[src/rtl/latch_vector_sequencer.sv]
// Sweeps all 16 {D,E,S,R} codes into a latch under test and collects Q samples.
// Optional SEQ_CHECK_EN adds a registered compare of the result against exp_mask.
module latch_vector_sequencer #(
    parameter int HOLD_CYCLES = 100,
    parameter int HOLD_W      = 8
) (
    input  logic        clk,
    input  logic        rst,
    input  logic        start,
    input  logic        abort,
    output logic        lat_d,
    output logic        lat_e,
    output logic        lat_s,
    output logic        lat_r,
    input  logic        lat_q,
    output logic        busy,
    output logic        done,
    output logic [15:0] result,
    input  logic [15:0] exp_mask,
    output logic [4:0]  mismatch_cnt,
    output logic        err
);

    localparam logic [1:0] S_IDLE  = 2'd0;
    localparam logic [1:0] S_DRIVE = 2'd1;
    localparam logic [1:0] S_DONE  = 2'd2;

    localparam logic [HOLD_W-1:0] HOLD_LAST = HOLD_W'(HOLD_CYCLES - 1);

    logic [1:0]        state;
    logic [3:0]        code;
    logic [3:0]        drv;
    logic [HOLD_W-1:0] cnt;
    logic              hold_end;
    logic              accept;

    assign hold_end = (cnt == HOLD_LAST);
    assign accept   = (state == S_IDLE) && start && !abort;

    assign {lat_d, lat_e, lat_s, lat_r} = drv;

    always_ff @(posedge clk or posedge rst) begin
        if (rst) begin
            state  <= S_IDLE;
            code   <= 4'd0;
            drv    <= 4'd0;
            cnt    <= '0;
            busy   <= 1'b0;
            done   <= 1'b0;
            result <= 16'h0000;
        end else begin
            done <= 1'b0;
            unique case (state)
                S_IDLE: begin
                    if (accept) begin
                        state  <= S_DRIVE;
                        code   <= 4'd0;
                        drv    <= 4'd0;
                        cnt    <= '0;
                        busy   <= 1'b1;
                        result <= 16'h0000;
                    end
                end
                S_DRIVE: begin
                    // abort wins over a capture landing on the same edge
                    if (abort) begin
                        state <= S_IDLE;
                        drv   <= 4'd0;
                        busy  <= 1'b0;
                    end else if (hold_end) begin
                        result[code] <= lat_q;
                        cnt          <= '0;
                        if (code == 4'hF) begin
                            state <= S_DONE;
                            drv   <= 4'd0;
                            busy  <= 1'b0;
                            done  <= 1'b1;
                        end else begin
                            code <= code + 4'd1;
                            drv  <= code + 4'd1;
                        end
                    end else begin
                        cnt <= cnt + 1'b1;
                    end
                end
                S_DONE: begin
                    state <= S_IDLE;
                end
                default: begin
                    state <= S_IDLE;
                    drv   <= 4'd0;
                    busy  <= 1'b0;
                end
            endcase
        end
    end

`ifdef SEQ_CHECK_EN
    logic [15:0] diff;
    logic [4:0]  pop;

    assign diff = result ^ exp_mask;

    always_comb begin
        pop = 5'd0;
        for (int i = 0; i < 16; i++) begin
            pop = pop + 5'(diff[i]);
        end
    end

    always_ff @(posedge clk or posedge rst) begin
        if (rst) begin
            mismatch_cnt <= 5'd0;
            err          <= 1'b0;
        end else if (accept) begin
            mismatch_cnt <= 5'd0;
            err          <= 1'b0;
        end else if (state == S_DONE) begin
            mismatch_cnt <= pop;
            err          <= (pop != 5'd0);
        end
    end
`else
    logic unused_exp;
    assign unused_exp   = ^exp_mask;
    assign mismatch_cnt = 5'd0;
    assign err          = 1'b0;
`endif

endmodule

[config.mk]
export PLATFORM = sky130hd
export DESIGN_NAME = latch_vector_sequencer
export DESIGN_NICKNAME = d
export VERILOG_FILES = /design/src/rtl/latch_vector_sequencer.sv
export SDC_FILE = /design/constraint.sdc
export NUM_CORES = 1
export LEC_CHECK = 0
export ABC_AREA = 1
export CAP_MARGIN = 0
export CELL_PAD_IN_SITES_DETAIL_PLACEMENT = 1
export CELL_PAD_IN_SITES_GLOBAL_PLACEMENT = 1
export CORE_MARGIN = 5
export CORE_UTILIZATION = 38
export DETAILED_ROUTE_END_ITERATION = 16
export PLACE_DENSITY = 0.94
export SYNTH_ARGS = -nofsm -noshare
export SYNTH_HDL_FRONTEND = slang
export SYNTH_SLANG_ARGS = --single-unit
[constraint.sdc]
create_clock -name clk -period 2.8 [get_ports clk]
set_input_delay 0.42 -clock clk [delete_from_list [all_inputs] [get_ports clk]]
set_output_delay 0.42 -clock clk [all_outputs]
set_load 0.01 [all_outputs]
=== Word level (Yosys, flattened, before mapping) ===
Cells that the tools add are included.

* Add/subtract/negate cells: 2
* $lt $le $gt $ge: 2
* Eq/ne operators: 10
* Mux-type cells: 34
* Bitwise logic cells: 1
* Reductions and logical operators: 12

{| class="wikitable"
|+ Operator list
! cell !! number
|-
| $mux 16 || 3
|-
| $pmux 16 s2 || 1
|-
| $mux 4 || 7
|-
| $mux 8 || 3
|-
| $bwmux 16 || 1
|-
| $pmux 8 s2 || 1
|-
| $pmux 4 s3 || 1
|-
| $mux 1 || 9
|-
| $reduce_and 3->1 || 3
|-
| $add 8x1->8 const B || 1
|-
| $eq 8x7->1 const B || 1
|-
| $mux 2 || 4
|-
| $ne 2x2->1 const B || 4
|-
| $pmux 4 s2 || 1
|-
| $reduce_and 4->1 || 2
|-
| $ne 3x3->1 const B || 2
|-
| $lt 4x5->1 const B || 1
|-
| $reduce_and 5->1 || 1
|-
| $add 4x1->4 const B || 1
|-
| $demux 1 s4 || 1
|-
| $eq 4x4->1 const B || 1
|-
| $ge 4x1->1 const B || 1
|-
| $pmux 2 s2 || 1
|-
| $logic_and 1x1->1 || 3
|-
| other kinds (7) || 7
|}

* Flip-flop bits (word level): 36
* Input bits: 21
* Output and inout bits: 28
* Word-level logic and storage cells: 68

=== Longest topological paths before layout ===
Gate-level depths: netlist (run 1).

* Word-level depth: 8
* Gate-level depth with buffers: 9
* Gate-level depth less buffers: 8

=== Least setup slack after synthesis (run 1) ===
No wires, ideal clock.

* Path type: reg-to-reg
* Start point: register code[0]
* End point: register code[0]
* Setup time: 0.117 ns
* Arrival time: 1.246 ns
* Required time: 2.683 ns
* Slack: 1.437 ns
* Stages on the path, launching flop included: 8
* Buffers on the path: 0
* Clock period less this slack: 1.363 ns
* Cell sequence: dfrtp_1 -> ha_1 -> nand3_1 -> inv_1 -> nand2_1 -> nand3_1 -> nand2_1 -> nand2_1

* Word-level cells in the longest chain between the ends: 5
* Elaborated cells between the ends (all ways): 8
* Those cells by class: add/sub: 1; eq/ne: 2; mux: 4; reduce/logical: 1

{| class="wikitable"
|+ Ends and longest elaborated chain
! what !! line !! RTL
|-
| start: declaration || 31 || <nowiki>logic [3:0] code;</nowiki>
|-
| start signal: assignment || 79 || <nowiki>code <= code + 4'd1;</nowiki>
|-
| $add 4x1->4 || 79 ||
|-
| $mux 4 || 73 || <nowiki>if (code == 4'hF) begin</nowiki>
|-
| $mux 4 || 70 || <nowiki>end else if (hold_end) begin</nowiki>
|-
| $mux 4 || 66 || <nowiki>if (abort) begin</nowiki>
|-
| $pmux 4 s2 || 53 || <nowiki>unique case (state)</nowiki>
|}

Parallel ways exist; a longest one is shown, timed or not. The select of a mux whose other input is x is not followed.
A chain may end at the register's enable or synchronous reset.

=== Worst setup path after layout (run 1) ===
* Start point: input port start
* End point: register result[5]

* Word-level cells in the longest chain between the ends: 4

{| class="wikitable"
|+ Ends and longest elaborated chain
! what !! line !! RTL
|-
| start: declaration || 9 || <nowiki>input logic start,</nowiki>
|-
| $logic_and 1x1->1 (2 in a row) || 38 || <nowiki>assign accept = (state == S_IDLE) && start && !abort;</nowiki>
|-
| $ne 2x2->1 (no source line) || -- ||
|-
| $reduce_and 4->1 (no source line) || -- ||
|-
| end signal: indexed assignment || 71 || <nowiki>result[code] <= lat_q;</nowiki>
|-
| end: declaration || 18 || <nowiki>output logic [15:0] result,</nowiki>
|}

No other way between the ends.

==> flow_metrics.py, run 1 <==
metrics = {
    "status": {
        "status": "finished, final reports clean",
    },
    "synth": {
        "async_reset_ff_frac": 1.00,
        "synth_cell_types": 22,
        "synth_enable_flop_cells": 0,
        "synthesis.yosys.warnings": 0,
        "yosysSeqAreaShare": 0.426,
        "post_synth_and_or_nand_nor_area_fraction": 0.370,
        "synthCells": 287,
        "yosys-mux-area-fraction": 0,
        "synth_area_sq_um": 2120,
        "synthXorXnorAreaFrac": 0.00414,
        "avg_inst_size_synth_sq_um": 7.37,
        "synthTopCellsByArea": "dfrtp_1 (43%), nand2_1 (15%), nand3_1 (7.3%), nand4_1 (6.2%), o21ai_0 (5.2%)",
        "yosys_top_cell_by_area": "dfrtp_1",
        "synth_top_flop_cell": "dfrtp_1",
        "combinational_family_with_the_most_area_after_synthesis": "simple AND/OR/NAND/NOR gates",
        "yosysTopAreaCellShare": 0.426,
        "synth_compound_area_frac": 0.0615,
        "synth_top_cells_by_count": "nand2_1 (82), dfrtp_1 (36), nand3_1 (31)",
        "synth.ff_latch_count": 36,
        "synthAdderAreaFrac": 0.0296,
        "yosys.cell_count.top_type": "nand2_1",
    },
    "clock_tree": {
        "cts_inserted_buffers": 5,
        "cts-hold-fix-buffers": 0,
        "tritoncts": "yes",
        "postCtsSetupRepairBufs": 0,
        "numClockSinks": 36,
        "worstSkewPairLatency_ns": 0.29,
        "cts-root-buf": "clkbuf_8",
        "htree_num_levels": 2,
        "cts_resized": 0,
        "clk_transition_reported_paths_ns": 0.07,
        "max-clock-path-buffers": 2,
    },
    "critical_path": {
        "worst_setup_path_start_kind": "input pin",
        "r2r_setup_slack_ns": 1.02,
        "timing.critical_path.arrival_ns": 2.11,
        "cell_at_the_slowest_stage_of_the_critical_path": "clkdlybuf4s50_1",
        "crit_required_ns": 2.97,
        "path_max_fanout": 25,
        "critPathKind": "input pin to register",
        "ff2ff_path_depth": 8,
        "cp.depth": 9,
        "crit_top_cell": "nand2_1",
        "worst_path_largest_cell_delay_ns": 0.45,
        "cp_num_buf_inv": 3,
        "timing.critical_path.to_type": "register",
        "cp_top_family": "simple AND/OR/NAND/NOR gates",
        "cp_cell_sequence": "clkdlybuf4s50_1 > inv_1 > nor2_1 > nand2_1 > nand2_2 > buf_12 > nand3_1 > nand2_1 > nand2_1",
    },
    "global_routing": {
        "grt_max_degree": 38,
        "grt_pass1_wl_microns": 9450,
        "grt_remaining_overflow": 0,
        "track_usage": 0.160,
        "grt_antenna_before_repair": 0,
        "number_of_global_route_vias_before_repair": 2053,
    },
    "sta": {
        "report.final.hold_viol_count": 0,
        "worst_case_clock_skew_ns": 0.00522,
        "maxSlewHeadroom": 0.529,
        "final-setup-viol-count": 0,
        "layout_worst_path_cycle_share": 0.693,
        "fin_crit_ns": 1.94,
        "slew_viol_final": 0,
        "max_slew.worst_pin.slew_ns": 0.706,
        "setup_repair_after_global_routing_missed_its_margin": "false",
        "timing.fmax_mhz": 516,
        "setup_tns_ns": 0,
        "setup_slack_ns": 0.860,
        "worst_hold_slack_ns": 0.474,
    },
    "placement": {
        "estimated_wirelength_of_the_detail_placed_design_microns": 3810,
        "dp_cells": 375,
        "place_ws_ns": 0.562,
        "place.port_buffers": 26,
        "finalWeightedCongestion": 0.779,
    },
    "routing": {
        "vias": 1965,
        "dr.first_iter.drc_count": 133,
        "wl_microns": 5480,
        "detail_route.wl_per_cell_microns": 14.4,
        "drt.antenna.violating_nets": 0,
        "detail_route.vias_per_cell": 5.14,
        "route.detailed.drc": 0,
        "detailedRoute.firstPassIterationCount": 4,
    },
    "final_layout": {
        "num-nets-final": 336,
        "total_inserted_antenna_cells": 0,
        "drive_above_1_share": 0.0581,
        "syn2layout_area_growth_pct": 17.2,
        "finalNonFillerCells": 382,
    },
    "worst_hold_path": {
        "worst_hold_path.num_cells": 2,
        "hold_path.class": "register to register",
    },
    "power": {
        "ir_drop_uv": 367,
        "cellLeakagePower_nw": 1.21,
        "finalPower_mw": 1.67,
        "power_per_cell_area_nw_per_um2": 674,
    },
    "floorplanning": {
        "placementRows": 27,
        "die_x_microns": 84.6,
        "core_sq_um": 5470,
        "ios": 49,
        "die-height_microns": 84.6,
        "floorplan_die_area_sq_um": 7160,
        "initial_utilization": 0.387,
    },
    "job": {
        "maxCapViolCount": 0,
    },
}
-- logic make-up (layout without fill, tap and decap cells) --
| logic type | Yosys count | after routing |
|---|---|---|
| XOR/XNOR | 1 | 1 |
| other | 1 | 6 |
| AND/OR/NAND/NOR | 175 | 175 |
| buffers and inverters | 43 | 61 |
| adder cells (fa/ha/maj) | 5 | 5 |
| flip-flops | 36 | 36 |
| AO/OA/AOI/OAI | 26 | 26 |
-- sequential cells by signal, indices dropped and copies added, names as in the netlist --
register  count
result       16
busy          1
drv           4
done          1
state         2
cnt           8
code          4
-- layout make-up --
class	count	area, sq um
Clock buffer	7	96.3
Fill cell	717	2990
Inverter	26	97.6
Multi-Input combinational cell	213	1010
Sequential cell	36	901
Tap cell	72	90.1
Timing Repair Buffer	28	288
-- through the flow --
step,area (sq um),utilization
final,2480,0.453
after global routing,2480,0.453
after CTS,2480,0.453
after detailed placement,2380,0.436
after global placement,2380,0.436
after floorplan,2130,-
-- cell usage in the layout, fill, tap and decap left out --
cell,synthesis,layout
buf_12,0,1
ha_1,5,5
nand2_2,4,4
conb_1,1,6
clkbuf_8,0,7
buf_4,10,1
inv_1,23,23
o21ai_1,1,1
dfrtp_1,36,36
nand4_1,21,21
nand3_1,31,31
nor2_2,1,1
nor3_1,3,3
a21oi_1,3,3
nand3b_1,3,3
nand2_1,82,82
nor2_1,29,29
clkdlybuf4s50_1,0,26
inv_2,3,3
nand2_4,1,1
o21ai_0,22,22
xor2_1,1,1
-- report_power, final --
group | total (mW) | switching, mW | internal (mW)
Combinational | 0.589 | 0.391 | 0.198
Clock | 0.405 | 0.186 | 0.219
Sequential | 0.677 | 0.0806 | 0.596
Total | 1.67 | 0.658 | 1.01
-- per-layer routing --
metal	track usage	part of all wire	vias up
met5	0	0	-
met4	0.0576	0.021	0
met3	0.0353	0.036	14
met2	0.278	0.50	41
met1	0.195	0.44	944
li1	-	-	966
-- worst reg2reg max path, delay by kind of cell, from the launching register on --
family                     cells  cell delay, ns
and+or+nand+nor                7            1.05
DFF                            1            0.41
adders and majority gates      1            0.22
-- path summary, 6_finish.rpt --
path	from	endpoint
max	start	result[5]
min	result[10]	result[10]
max reg2reg	cnt[0]	code[1]
min reg2reg	result[10]	result[10]
max in group asynchronous	rst	result[6]
min in group asynchronous	rst	cnt[0]
(Power assumes the default switching activity.)
==> run 2, diff against run 1 <==
--- a/config.mk
+++ b/config.mk
@@ -10,9 +10,9 @@
 export CELL_PAD_IN_SITES_DETAIL_PLACEMENT = 1
 export CELL_PAD_IN_SITES_GLOBAL_PLACEMENT = 1
 export CORE_MARGIN = 5
-export CORE_UTILIZATION = 38
+export CORE_UTILIZATION = 36
 export DETAILED_ROUTE_END_ITERATION = 16
-export PLACE_DENSITY = 0.94
+export PLACE_DENSITY = 0.9
 export SYNTH_ARGS = -nofsm -noshare
 export SYNTH_HDL_FRONTEND = slang
 export SYNTH_SLANG_ARGS = --single-unit
==> constraint.sdc (replaced) <==
create_clock -name clk -period 1.8 [get_ports clk]
set_input_delay 0.27 -clock clk [delete_from_list [all_inputs] [get_ports clk]]
set_output_delay 0.27 -clock clk [all_outputs]
set_load 0.01 [all_outputs]
==> run 2 against run 1 <==
  * Design area up 2.2%
  * Clock power is 35% higher
  * Critical endpoint is now result[12]
  * Non-clock buffer count increased by 9
  * Via count increased by 0.76%
  * Utilization fell by 1.7 points
  * Flip-flop and latch count unchanged
  * Clock skew up 0.0046 ns
  * Critical path depth unchanged
  * Count of clock-buffer cells in the layout is 1 lower
  * Wire length shrank 1.5%
  * Final cell count increased by 3.1%
  * Worst setup slack worse by 0.69 ns
==> flow_metrics.py, run 2 (synthesis results as in run 1) <==
metrics = {
    "job": {
        "maxCapViolCount": 0,
    },
    "clock_tree": {
        "max-clock-path-buffers": 2,
        "numClockSinks": 36,
        "worstSkewPairLatency_ns": 0.29,
        "clk_transition_reported_paths_ns": 0.08,
        "cts_resized": 0,
        "tritoncts": "yes",
        "cts_inserted_buffers": 5,
        "postCtsSetupRepairBufs": 0,
        "cts-root-buf": "clkbuf_8",
        "cts-hold-fix-buffers": 0,
        "htree_num_levels": 2,
    },
    "floorplanning": {
        "die-height_microns": 86.7,
        "ios": 49,
        "core_sq_um": 5820,
        "floorplan_die_area_sq_um": 7510,
        "placementRows": 28,
        "die_x_microns": 86.7,
        "initial_utilization": 0.364,
    },
    "final_layout": {
        "layout_top_registers": "result (16), cnt (8)",
        "mostFrequentLayoutCell": "nand2_1",
        "final_cell_mix": "nand2_1 (82), dfrtp_1 (36), nand3_1 (31)",
        "syn2layout_area_growth_pct": 19.8,
        "drive_above_1_share": 0.0846,
        "fillers": 756,
        "num-nets-final": 345,
        "final_instance_area_sq_um": 2530,
        "regMostFlops": "result",
        "largest_reg_flops": 16,
        "total_inserted_antenna_cells": 0,
        "finalNonFillerCells": 394,
        "post-route-util": 0.436,
    },
    "critical_path": {
        "launch_instance_of_the_worst_register_to_register_path": "cnt[0]",
        "cp_cell_sequence": "ha_2 > nand2_1 > nor2_1 > nand2_2 > nand2_4 > buf_4 > nand3_1 > nand2_1 > nand2_1",
        "crit_required_ns": 1.98,
        "worst_path_largest_cell_delay_ns": 0.42,
        "worst_setup_path_start_kind": "register",
        "crit_top_cell": "nand2_1",
        "timing.critical_path.to_type": "register",
        "path_max_fanout": 18,
        "critPathKind": "register to register",
        "timing.rr.end": "result[12]",
        "r2r_setup_slack_ns": 0.17,
        "timing.critical_path.arrival_ns": 1.80,
        "ff2ff_path_depth": 9,
        "cell_at_the_slowest_stage_of_the_critical_path": "dfrtp_1",
    },
    "global_routing": {
        "grt_remaining_overflow": 0,
        "number_of_global_route_vias_before_repair": 2126,
        "grt_antenna_before_repair": 0,
        "track_usage": 0.156,
        "grt_pass1_wl_microns": 9580,
        "grt_max_degree": 37,
    },
    "placement": {
        "estimated_wirelength_of_the_detail_placed_design_microns": 3930,
        "place_ws_ns": 0.0442,
        "post_dp_cell_area_sq_um": 2450,
        "dp_cells": 387,
        "place.port_buffers": 26,
        "finalWeightedCongestion": 0.820,
    },
    "power": {
        "finalPower_mw": 2.57,
        "ir_drop_uv": 543,
        "cellLeakagePower_nw": 1.25,
        "power_per_cell_area_nw_per_um2": 1010,
    },
    "routing": {
        "route.detailed.drc": 0,
        "drt.antenna.violating_nets": 0,
        "detail_route.wl_per_cell_microns": 13.7,
        "vias": 1980,
        "detailedRoute.firstPassIterationCount": 4,
        "wl_microns": 5400,
        "detail_route.vias_per_cell": 5.03,
        "dr.first_iter.drc_count": 65,
    },
    "sta": {
        "final-setup-viol-count": 0,
        "report.final.hold_viol_count": 0,
        "setup_repair_after_global_routing_missed_its_margin": "false",
        "layout_worst_path_cycle_share": 0.904,
        "setup_tns_ns": 0,
        "worst_case_clock_skew_ns": 0.00978,
        "setup_slack_ns": 0.173,
        "worst_hold_slack_ns": 0.386,
        "timing.fmax_mhz": 614,
        "fin_crit_ns": 1.63,
        "slew_viol_final": 0,
    },
    "worst_hold_path": {
        "hold_path.class": "input pin to asynchronous set/reset pin",
    },
    "status": {
        "status": "finished, final reports clean",
    },
}
-- run 2: changes by cell type in the layout (fill, tap and decap cells not counted) --
| cell | previous run | this run |
|---|---|---|
| clkbuf_8 | 7 | 5 |
| ha_1 | 5 | 4 |
| clkbuf_1 | 0 | 1 |
| clkinv_2 | 0 | 1 |
| ha_2 | 0 | 1 |
| buf_4 | 1 | 10 |
-- run 2: metal layers --
| metal | GRT usage | up-vias | routed length, microns | share of wire |
|---|---|---|---|---|
| li1 | - | 986 | - | - |
| met1 | 0.187 | 966 | 2390 | 0.44 |
| met2 | 0.284 | 23 | 2800 | 0.52 |
| met3 | 0.0285 | 5 | 153 | 0.028 |
| met4 | 0.0411 | 0 | 59 | 0.011 |
| met5 | 0 | - | 0 | 0 |
-- run 2: worst max-delay path by stage --
| stage | startpoint | end | slack, ns | cells after the start |
|---|---|---|---|---|
| after floorplan | code[0] | code[0] | 0.44 | 7 |
| after global placement | start | result[8] | 0.1 | 9 |
| after detailed placement | start | result[12] | 0.04 | 9 |
| after CTS | cnt[0] | result[12] | 0.13 | 9 |
| after global routing | cnt[0] | result[10] | 0.0008 | 9 |
| final | cnt[0] | result[12] | 0.17 | 9 |
-- run 2: cell type report --
cell class                 count  area, sq um  share of cell area
clock buffer                   6         72.6              0.0286
tap                           75         93.8              0.0370
multi-input combinational    213         1010               0.398
inverter                      26         97.6              0.0385
clock inverter                 1         5.00             0.00197
timing repair buffer          37          355               0.140
sequential                    36          901               0.355
-- run 2: critical path, delay by kind of cell, from the launching register on --
family	cells	cell delay, ns
buffers and inverters	1	0.23
AND/OR/NAND/NOR	7	0.64
flip-flops	1	0.42
adder cells (fa/ha/maj)	1	0.22
-- run 2: where the power goes --
part           internal (mW)  switching, mW
Sequential             0.928          0.128
Combinational          0.354          0.615
Clock                  0.263          0.284
Total                   1.54           1.03
